`src/rtl/temp_pkg.sv`:
```
// Shared types and constants for the temperature sensor path.
// The averager also imports this package for its sample type.
package temp_pkg;

  localparam int unsigned TEMP_W  = 10;
  localparam int unsigned FRAME_W = 12;
  localparam logic [1:0]  HDR_OK  = 2'b10;

  // Reader FSM states.
  typedef enum logic [2:0] {
    ST_IDLE,
    ST_WAIT,
    ST_SETUP,
    ST_SHIFT,
    ST_DONE
  } reader_state_t;

  // A reading as consumed by the averager.
  typedef logic signed [TEMP_W-1:0] temp_sample_t;

  // True when the frame carries the expected 2-bit header.
  function automatic logic frame_hdr_ok(input logic [FRAME_W-1:0] frame);
    return frame[FRAME_W-1 -: 2] == HDR_OK;
  endfunction

endpackage

```
`src/rtl/sclk_divider.sv`:
```
// Serial clock generator for the sensor interface.
// It counts CLK_DIV-cycle half-periods while enabled. sclk toggles only while
// gated (SHIFT), so the SETUP half-period stays low. The pulses are asserted
// in the cycle whose closing edge drives sclk 0->1 or 1->0.
module sclk_divider #(
  parameter int unsigned CLK_DIV = 4
) (
  input  logic clk,
  input  logic rst_n,
  input  logic en,
  input  logic gate,
  output logic sclk,
  output logic half_done,
  output logic rise_pulse,
  output logic fall_pulse
);

  localparam logic [7:0] HALF_MAX = 8'(CLK_DIV - 1);

  logic [7:0] r_hcnt;
  logic       r_sclk;
  logic       w_wrap;

  assign w_wrap     = en && (r_hcnt == HALF_MAX);
  assign half_done  = w_wrap;
  assign rise_pulse = w_wrap && gate && !r_sclk;
  assign fall_pulse = w_wrap && gate && r_sclk;
  assign sclk       = r_sclk;

  // Half-period counter and sclk toggle register; both idle at zero when disabled.
  always_ff @(posedge clk) begin
    if (!rst_n) begin
      r_hcnt <= '0;
      r_sclk <= 1'b0;
    end else if (!en) begin
      r_hcnt <= '0;
      r_sclk <= 1'b0;
    end else if (w_wrap) begin
      r_hcnt <= '0;
      if (gate) begin
        r_sclk <= ~r_sclk;
      end
    end else begin
      r_hcnt <= r_hcnt + 8'd1;
    end
  end

endmodule

```
`src/rtl/temp_sensor_reader.sv`:
```
// Periodic SPI (mode 0, MSB first) reader for a 12-bit temperature frame.
// A frame with a good header is presented on tempvalue with a one-cycle
// shift_en strobe. A bad header raises a one-cycle frame_err instead.
module temp_sensor_reader
  import temp_pkg::*;
#(
  parameter int unsigned CLK_DIV       = 4,
  parameter int unsigned SAMPLE_PERIOD = 1000,
  parameter int unsigned DATA_W        = 10
) (
  input  logic                     clk,
  input  logic                     rst_n,
  input  logic                     enable,
  input  logic                     miso,
  output logic                     cs_n,
  output logic                     sclk,
  output logic signed [DATA_W-1:0] tempvalue,
  output logic                     shift_en,
  output logic                     frame_err,
  output logic                     busy
);

  localparam logic [15:0] WAIT_FROM_IDLE = 16'(SAMPLE_PERIOD);
  localparam logic [15:0] WAIT_FROM_DONE = 16'(SAMPLE_PERIOD - 1);
  localparam logic [3:0]  BIT_MSB        = 4'(FRAME_W - 1);

  reader_state_t             r_state;
  logic [15:0]               r_wcnt;
  logic [3:0]                r_bitcnt;
  logic [FRAME_W-1:0]        r_sr;
  logic                      r_cs_n;
  logic signed [DATA_W-1:0]  r_temp;
  logic                      r_shift_en;
  logic                      r_frame_err;
  logic                      r_busy;

  logic w_div_en;
  logic w_div_gate;
  logic w_half_done;
  logic w_rise;
  logic w_fall;
  logic w_sclk;

  assign w_div_en   = (r_state == ST_SETUP) || (r_state == ST_SHIFT);
  assign w_div_gate = (r_state == ST_SHIFT);

  sclk_divider #(
    .CLK_DIV (CLK_DIV)
  ) u_sclk_divider (
    .clk        (clk),
    .rst_n      (rst_n),
    .en         (w_div_en),
    .gate       (w_div_gate),
    .sclk       (w_sclk),
    .half_done  (w_half_done),
    .rise_pulse (w_rise),
    .fall_pulse (w_fall)
  );

  assign cs_n      = r_cs_n;
  assign sclk      = w_sclk;
  assign tempvalue = r_temp;
  assign shift_en  = r_shift_en;
  assign frame_err = r_frame_err;
  assign busy      = r_busy;

  // Frame sequencer: wait period, chip select, bit capture and result strobes.
  always_ff @(posedge clk) begin
    if (!rst_n) begin
      r_state     <= ST_IDLE;
      r_wcnt      <= '0;
      r_bitcnt    <= '0;
      r_sr        <= '0;
      r_cs_n      <= 1'b1;
      r_temp      <= '0;
      r_shift_en  <= 1'b0;
      r_frame_err <= 1'b0;
      r_busy      <= 1'b0;
    end else begin
      r_shift_en  <= 1'b0;
      r_frame_err <= 1'b0;
      case (r_state)
        ST_IDLE: begin
          r_cs_n <= 1'b1;
          r_busy <= 1'b0;
          if (enable) begin
            // Down-counter reaches SETUP after count+1 WAIT cycles: leaving IDLE
            // takes one cycle more than the steady-state DONE->WAIT path.
            r_wcnt  <= WAIT_FROM_IDLE;
            r_state <= ST_WAIT;
          end
        end

        ST_WAIT: begin
          if (!enable) begin
            r_wcnt  <= '0;
            r_state <= ST_IDLE;
          end else if (r_wcnt == '0) begin
            r_cs_n   <= 1'b0;
            r_busy   <= 1'b1;
            r_bitcnt <= BIT_MSB;
            r_state  <= ST_SETUP;
          end else begin
            r_wcnt <= r_wcnt - 16'd1;
          end
        end

        ST_SETUP: begin
          if (w_half_done) begin
            r_state <= ST_SHIFT;
          end
        end

        ST_SHIFT: begin
          if (w_rise) begin
            r_sr <= {r_sr[FRAME_W-2:0], miso};
          end
          if (w_fall) begin
            if (r_bitcnt == '0) begin
              // Final high phase ends here, sclk falls on the same edge as cs_n rises.
              r_cs_n  <= 1'b1;
              r_state <= ST_DONE;
              if (frame_hdr_ok(r_sr)) begin
                r_temp     <= r_sr[DATA_W-1:0];
                r_shift_en <= 1'b1;
              end else begin
                r_frame_err <= 1'b1;
              end
            end else begin
              r_bitcnt <= r_bitcnt - 4'd1;
            end
          end
        end

        ST_DONE: begin
          r_busy <= 1'b0;
          if (enable) begin
            r_wcnt  <= WAIT_FROM_DONE;
            r_state <= ST_WAIT;
          end else begin
            r_state <= ST_IDLE;
          end
        end

        default: begin
          r_cs_n  <= 1'b1;
          r_busy  <= 1'b0;
          r_state <= ST_IDLE;
        end
      endcase
    end
  end

endmodule

```
`config.mk`:
```
export PLATFORM = sky130hd
export DESIGN_NAME = temp_sensor_reader
export DESIGN_NICKNAME = d
export VERILOG_FILES = /design/src/rtl/temp_pkg.sv /design/src/rtl/sclk_divider.sv /design/src/rtl/temp_sensor_reader.sv
export SDC_FILE = /design/constraint.sdc
export NUM_CORES = 1
export LEC_CHECK = 0
export CAP_MARGIN = 40
export CORE_UTILIZATION = 35
export DETAILED_ROUTE_END_ITERATION = 7
export PLACE_DENSITY = 0.62
export SYNTH_ARGS = -nofsm -noshare
export SYNTH_HDL_FRONTEND = slang
export SYNTH_SLANG_ARGS = --single-unit
```
`constraint.sdc`:
```
create_clock -name clk -period 2.69 [get_ports clk]
set_clock_uncertainty 0.05 [all_clocks]
set_input_delay 0.6725 -clock clk [delete_from_list [all_inputs] [get_ports clk]]
set_output_delay 0.6725 -clock clk [all_outputs]
set_load 0.1 [all_outputs]
```
==> results.toml, run 1 <==
[status]
status = "completed"

[yosys]
syn-num-nets = 324
synth_area_leaders = "dfxtp_1, a21oi_1, nand2_1, nor2_1, mux2i_1"
syn_avg_cell_area_um2 = 8.65
synth_common_cells = "dfxtp_1, nand2_1, nor2_1, a21oi_1, o21ai_0"
ys_seq_elements = 58
synth_top_area_share_pct = 42.5
synth_top_area_cell = "dfxtp_1"
synth_cells = 316
synth.distinct_cells = 54
async_flop_share_pct = 0
yosysSeqAreaShare_pct = 42.5
yosysMostFrequentCell = "dfxtp_1"
synth-edff-count = 0
yosysWarnings = 0
synthFlopType = "dfxtp_1"
synthesis.area_um2 = 2730

[cts]
cts_hold_buf = 0
ctsHtreeMaxLevel = 3
clkSinkCount = 58
cts_resized = 0
cts_tree = "yes"
cts.clk_slew.worst_paths_ps = 70
clockRootBuffer = "clkbuf_8"
clk_path_buf_depth = 2
post-cts-setup-buffers = 0
numCtsBuffers = 9
worstSkewPairLatency_ps = 350

[route]
viasPerCell = 5.17
num_vias = 2317
routed_wl_um = 5870
drt_iter0_markers = 89
avgRoutedWirePerCell_um = 13.1
drcViolationCount = 0
ant_nets = 0
drtPass1Iterations = 5

[layout]
area_growth_pct = 19.2
layout-drive-gt1-share_pct = 17.8
fin_nets = 352
fillers = 712
antennaDiodeCount = 0

[floorplan]
die_area_um2 = 8160
die_x_um = 90.4
ioPinCount = 19
core-area_um2 = 7410
start_util_pct = 36.9
fp.dieH_um = 90.4
fp-row-count = 31

[timing]
fin_ws_ps = 335
max_freq_mhz = 425
finalHoldViolCount = 0
maxSlewViolCount = 0
tightestPinTransition_ps = 559
fin_crit_sh_pct = 87.6
slew_headroom_pct = 62.3
rsz0062_at_grt = "no"
fin_crit_ps = 2360
finalSetupTns_ps = 0
finalSetupViolCount = 0

[placed_design]
gp_congestion = 0.953
io_buffer_count = 18
place_worst_setup_slack_ps = 105
post-dp-hpwl_um = 4110

[worst_setup_path]
endpoint_kind = "flip-flop"
worstSetupPathType = "reg2reg"
path_max_fanout = 7
worst_setup_path_start_kind = "flip-flop"
worstPathRequired_ps = 2880
crit_arrival_ps = 2550

[worst_hold_path]
hold_path_class = "reg2reg"

[grt]
grt_pass1_wl_um = 10400
grt_max_degree = 36
grt_util_all_layers_pct = 15.8
antenna_found_initial = 0
grt_pass1_vias = 2230
overflow = 0

[run]
max_cap_viol_count = 0

[power_and_ir_drop]
power_leakage_uw = 0.00118
p_per_area_nw_per_um2 = 706
worst_ir_drop_vdd_mv = 0.309
routing by layer:
layer  vias up  routed length (um)  global-route usage (%)
met5         -                   0                       0
met4         0                 133                    7.66
met3        13                 229                    5.13
met2        41                2750                    24.7
met1      1078                2760                    19.5
li1       1185                   -                       -
registers in the layout, summed over array words and instances, names as in the netlist:
signal                 count
u_sclk_divider.sclk        1
frame_err                  1
r_wcnt                    16
r_sr                      12
u_sclk_divider.r_hcnt      8
cs_n                       1
shift_en                   1
busy                       1
r_state                    3
r_bitcnt                   4
tempvalue                 10
final cells by class:
type | count | area (um^2) | share of cell area (%)
clock buffer | 9 | 124 | 3.80
multi-input combinational | 235 | 1470 | 45.1
timing repair buffer | 32 | 248 | 7.60
sequential | 58 | 1160 | 35.6
tap | 99 | 124 | 3.80
inverter | 8 | 30.0 | 0.922
clock inverter | 7 | 101 | 3.11
placed cells by master (no fill, tap or decap), types with 4 or more instances in the layout:
| master | instances |
|---|---|
| o211ai_1 | 4 |
| nand2b_1 | 4 |
| xnor2_1 | 5 |
| clkbuf_8 | 9 |
| nand3_1 | 8 |
| a211oi_1 | 6 |
| ha_1 | 4 |
| a21oi_1 | 30 |
| nand2_1 | 39 |
| dfxtp_1 | 58 |
| nand4_1 | 4 |
| nor2_1 | 36 |
| xor2_1 | 6 |
| o21ai_0 | 16 |
| inv_1 | 7 |
| buf_4 | 29 |
| mux2i_1 | 10 |
| nor3_1 | 5 |
power breakdown:
part	internal, uW	switching [uW]
Combinational	180	260
Sequential	899	53.1
Clock	527	381
Total	1610	694
critical path, stage by stage, from the launching register on:
cell and delay [ps]:
dfxtp_1 340, inv_1 80, ha_1 200, nor3b_2 460
nand2_1 220, o21ai_0 510, a2bb2oi_1 140, o221a_2 260
cell families after synthesis:
group                    after synthesis  synth area share [%]
AO/OA/AOI/OAI                         74                  16.7
XOR/XNOR                              11                  3.53
adder cells (fa/ha/maj)                4                  1.83
buffers and inverters                 23                  3.71
flip-flops                            58                  42.5
multiplexers                          10                  3.66
AND/OR/NAND/NOR                      136                  28.1
stage by stage:
stage	instance area [um^2]	cells	total power [uW]	util, %	hold slack, ps
after floorplan	2730	316	1290	-	376
after global placement	3030	432	1400	40.9	393
after detailed placement	3030	432	1410	40.9	401
after CTS	3260	448	2330	44.0	420
after global routing	3260	448	2430	44.0	435
final	3260	448	2300	44.0	416
path summary, 6_finish.rpt:
kind / from / to / slack [ps] / cells after the start
hold reg to reg: u_sclk_divider.r_hcnt[0] / u_sclk_divider.r_hcnt[0] / 420 / 1
hold / removal: u_sclk_divider.r_hcnt[0] / u_sclk_divider.r_hcnt[0] / 420 / 1
setup / recovery: r_wcnt[0] / r_wcnt[7] / 330 / 7
setup reg to reg: r_wcnt[0] / r_wcnt[7] / 330 / 7
No activity file was read; power rests on OpenSTA's default activity.
==> run 2: changes to the inputs <==
--- a/config.mk
+++ b/config.mk
@@ -5,10 +5,12 @@
 export SDC_FILE = /design/constraint.sdc
 export NUM_CORES = 1
 export LEC_CHECK = 0
+export ABC_AREA = 1
 export CAP_MARGIN = 40
 export CORE_UTILIZATION = 35
 export DETAILED_ROUTE_END_ITERATION = 7
 export PLACE_DENSITY = 0.62
+export SKIP_LAST_GASP = 1
 export SYNTH_ARGS = -nofsm -noshare
 export SYNTH_HDL_FRONTEND = slang
 export SYNTH_SLANG_ARGS = --single-unit
==> results.toml, run 2 <==
[floorplan]
core-area_um2 = 8180
fp.dieH_um = 93.9
die_x_um = 93.9
ioPinCount = 19
fp-row-count = 33
die_area_um2 = 8810
start_util_pct = 36.1

[timing]
finalHoldViolCount = 0
fin_crit_sh_pct = 77.0
slew_headroom_pct = 72.8
holdWs_ps = 394
tightestPinTransition_ps = 407
maxSlewViolCount = 0
finalSetupTns_ps = 0
rsz0062_at_grt = "no"
finalSetupViolCount = 0
fin_crit_ps = 2070
max_freq_mhz = 483

[run]
max_cap_viol_count = 0

[worst_hold_path]
hold_path_class = "reg2reg"
hp-start = "u_sclk_divider.r_hcnt[0]"

[worst_setup_path]
crit_arrival_ps = 2300
path_cells = "inv_1, ha_1, nand3_1, nor2_1, nand3_1, nand2_2, nand2_2, clkinv_4, nand2_1, a21oi_1"
worstSetupStartpoint = "r_wcnt[0]"
endpoint_kind = "flip-flop"
worstSetupPathType = "reg2reg"
path_max_fanout = 20
rr_startpoint = "r_wcnt[0]"
worstPathRequired_ps = 2910
worst_setup_path_start_kind = "flip-flop"
max_stage_delay_ps = 310
rrSetupSlack_ps = 620
slowest_stage = "dfxtp_1"
r2r_cells = 10
endpoint = "r_wcnt[13]"
r2r_end = "r_wcnt[13]"

[status]
status = "completed"

[route]
avgRoutedWirePerCell_um = 11.1
num_vias = 2591
ant_nets = 0
routed_wl_um = 6090
drt_iter0_markers = 102
viasPerCell = 4.73
drcViolationCount = 0
drtPass1Iterations = 4

[grt]
use_met2_pct = 25.5
antenna_found_initial = 0
grt_pass1_wl_um = 10600
met3_usage_pct = 3.16
grt_util_all_layers_pct = 15.4
grt_pass1_vias = 2468
use_met1_pct = 18.4
grt_max_degree = 28
overflow = 0
busiest_layer = "met2"

[yosys]
yosysSeqAreaShare_pct = 39.3
synthesis.area_um2 = 2950
yosysMostFrequentCell = "nand2_1"
synth_common_cells = "nand2_1, nor2_1, dfxtp_1, inv_1, a21oi_1"
yosysWarnings = 0
synth_top_area_share_pct = 39.3
syn_avg_cell_area_um2 = 7.06
synthFlopType = "dfxtp_1"
synth_cells = 418
synth-edff-count = 0
async_flop_share_pct = 0
syn-num-nets = 426
synth_top_area_cell = "dfxtp_1"
ys_seq_elements = 58
synth.distinct_cells = 33
synth_area_leaders = "dfxtp_1, nand2_1, nor2_1, inv_1, a21oi_1"

[power_and_ir_drop]
p_per_area_nw_per_um2 = 722
power_leakage_uw = 0.00147
finalPower_uw = 2430
worst_ir_drop_vdd_mv = 0.264

[cts]
numCtsBuffers = 9
clockRootBuffer = "clkbuf_8"
clk_path_buf_depth = 2
cts_resized = 0
ctsHtreeMaxLevel = 3
cts_tree = "yes"
cts_hold_buf = 0
worstSkewPairLatency_ps = 350
cts.clk_slew.worst_paths_ps = 70
clkSinkCount = 58
post-cts-setup-buffers = 0

[layout]
fin_nets = 446
seq_area_um2 = 1160
area_growth_pct = 14.2
largest_reg_flops = 16
final_cell_mix = "nand2_1, nor2_1, dfxtp_1"
finish.utilization_pct = 41.3
top_register = "r_wcnt"
layout-drive-gt1-share_pct = 14.7
final_common_cell = "nand2_1"
fillers = 891
antennaDiodeCount = 0
multi_input_area_um2 = 1460

[placed_design]
gp_congestion = 0.816
post-dp-hpwl_um = 4420
io_buffer_count = 18
## run 2: report_power, final
group / switching [uW] / total, uW / internal, uW / leakage [uW]
logic: 413 / 592 / 179 / 0.000892
registers: 47.0 / 957 / 910 / 0.000470
clock network: 367 / 885 / 519 / 0.000105
## run 2: metal layers
| layer | wire (um) | vias up |
|---|---|---|
| li1 | - | 1374 |
| met1 | 2940 | 1166 |
| met2 | 2800 | 40 |
| met3 | 227 | 11 |
| met4 | 121 | 0 |
| met5 | 0 | - |
## run 2: cell families (layout without fill, tap and decap cells)
family,count (synthesis),in the layout,synth area share [%]
adder cells (fa/ha/maj),4,4,1.69
buffers and inverters,74,99,11.1
AO/OA/AOI/OAI,78,78,15.9
XOR/XNOR,5,5,1.48
AND/OR/NAND/NOR,199,199,30.5
flip-flops,58,58,39.3
## run 2: area by class of cell
| type | instances | share of cell area (%) |
|---|---|---|
| clock buffer | 9 | 3.67 |
| tap | 105 | 3.89 |
| sequential | 58 | 34.4 |
| multi-input combinational | 286 | 43.4 |
| inverter | 63 | 7.16 |
| clock inverter | 7 | 2.78 |
| timing repair buffer | 20 | 4.67 |
## run 2: worst min path at each step
stage / to / depth (start not counted) / slack (ps)
after floorplan: u_sclk_divider.r_hcnt[0] / 1 / 370
after global placement: u_sclk_divider.r_hcnt[0] / 1 / 380
after detailed placement: u_sclk_divider.r_hcnt[0] / 1 / 390
after CTS: u_sclk_divider.r_hcnt[0] / 1 / 400
after global routing: u_sclk_divider.r_hcnt[0] / 1 / 420
final: u_sclk_divider.r_hcnt[0] / 1 / 390
## run 2: critical path, delay by kind of cell, from the launching register on
family / cells / cell delay [ps]
compound gates: 1 / 150
fa+ha+maj: 1 / 190
flops: 1 / 310
simple gates: 6 / 1040
buf+inv: 2 / 250
## run 2: metrics by stage
stage | cells | cell area [um^2] | setup slack (ps)
after global routing | 548 | 3370 | 350
after floorplan | 418 | 2950 | 604
final | 548 | 3370 | 619
after detailed placement | 532 | 3160 | 295
after global placement | 532 | 3160 | 354
after CTS | 548 | 3370 | 627
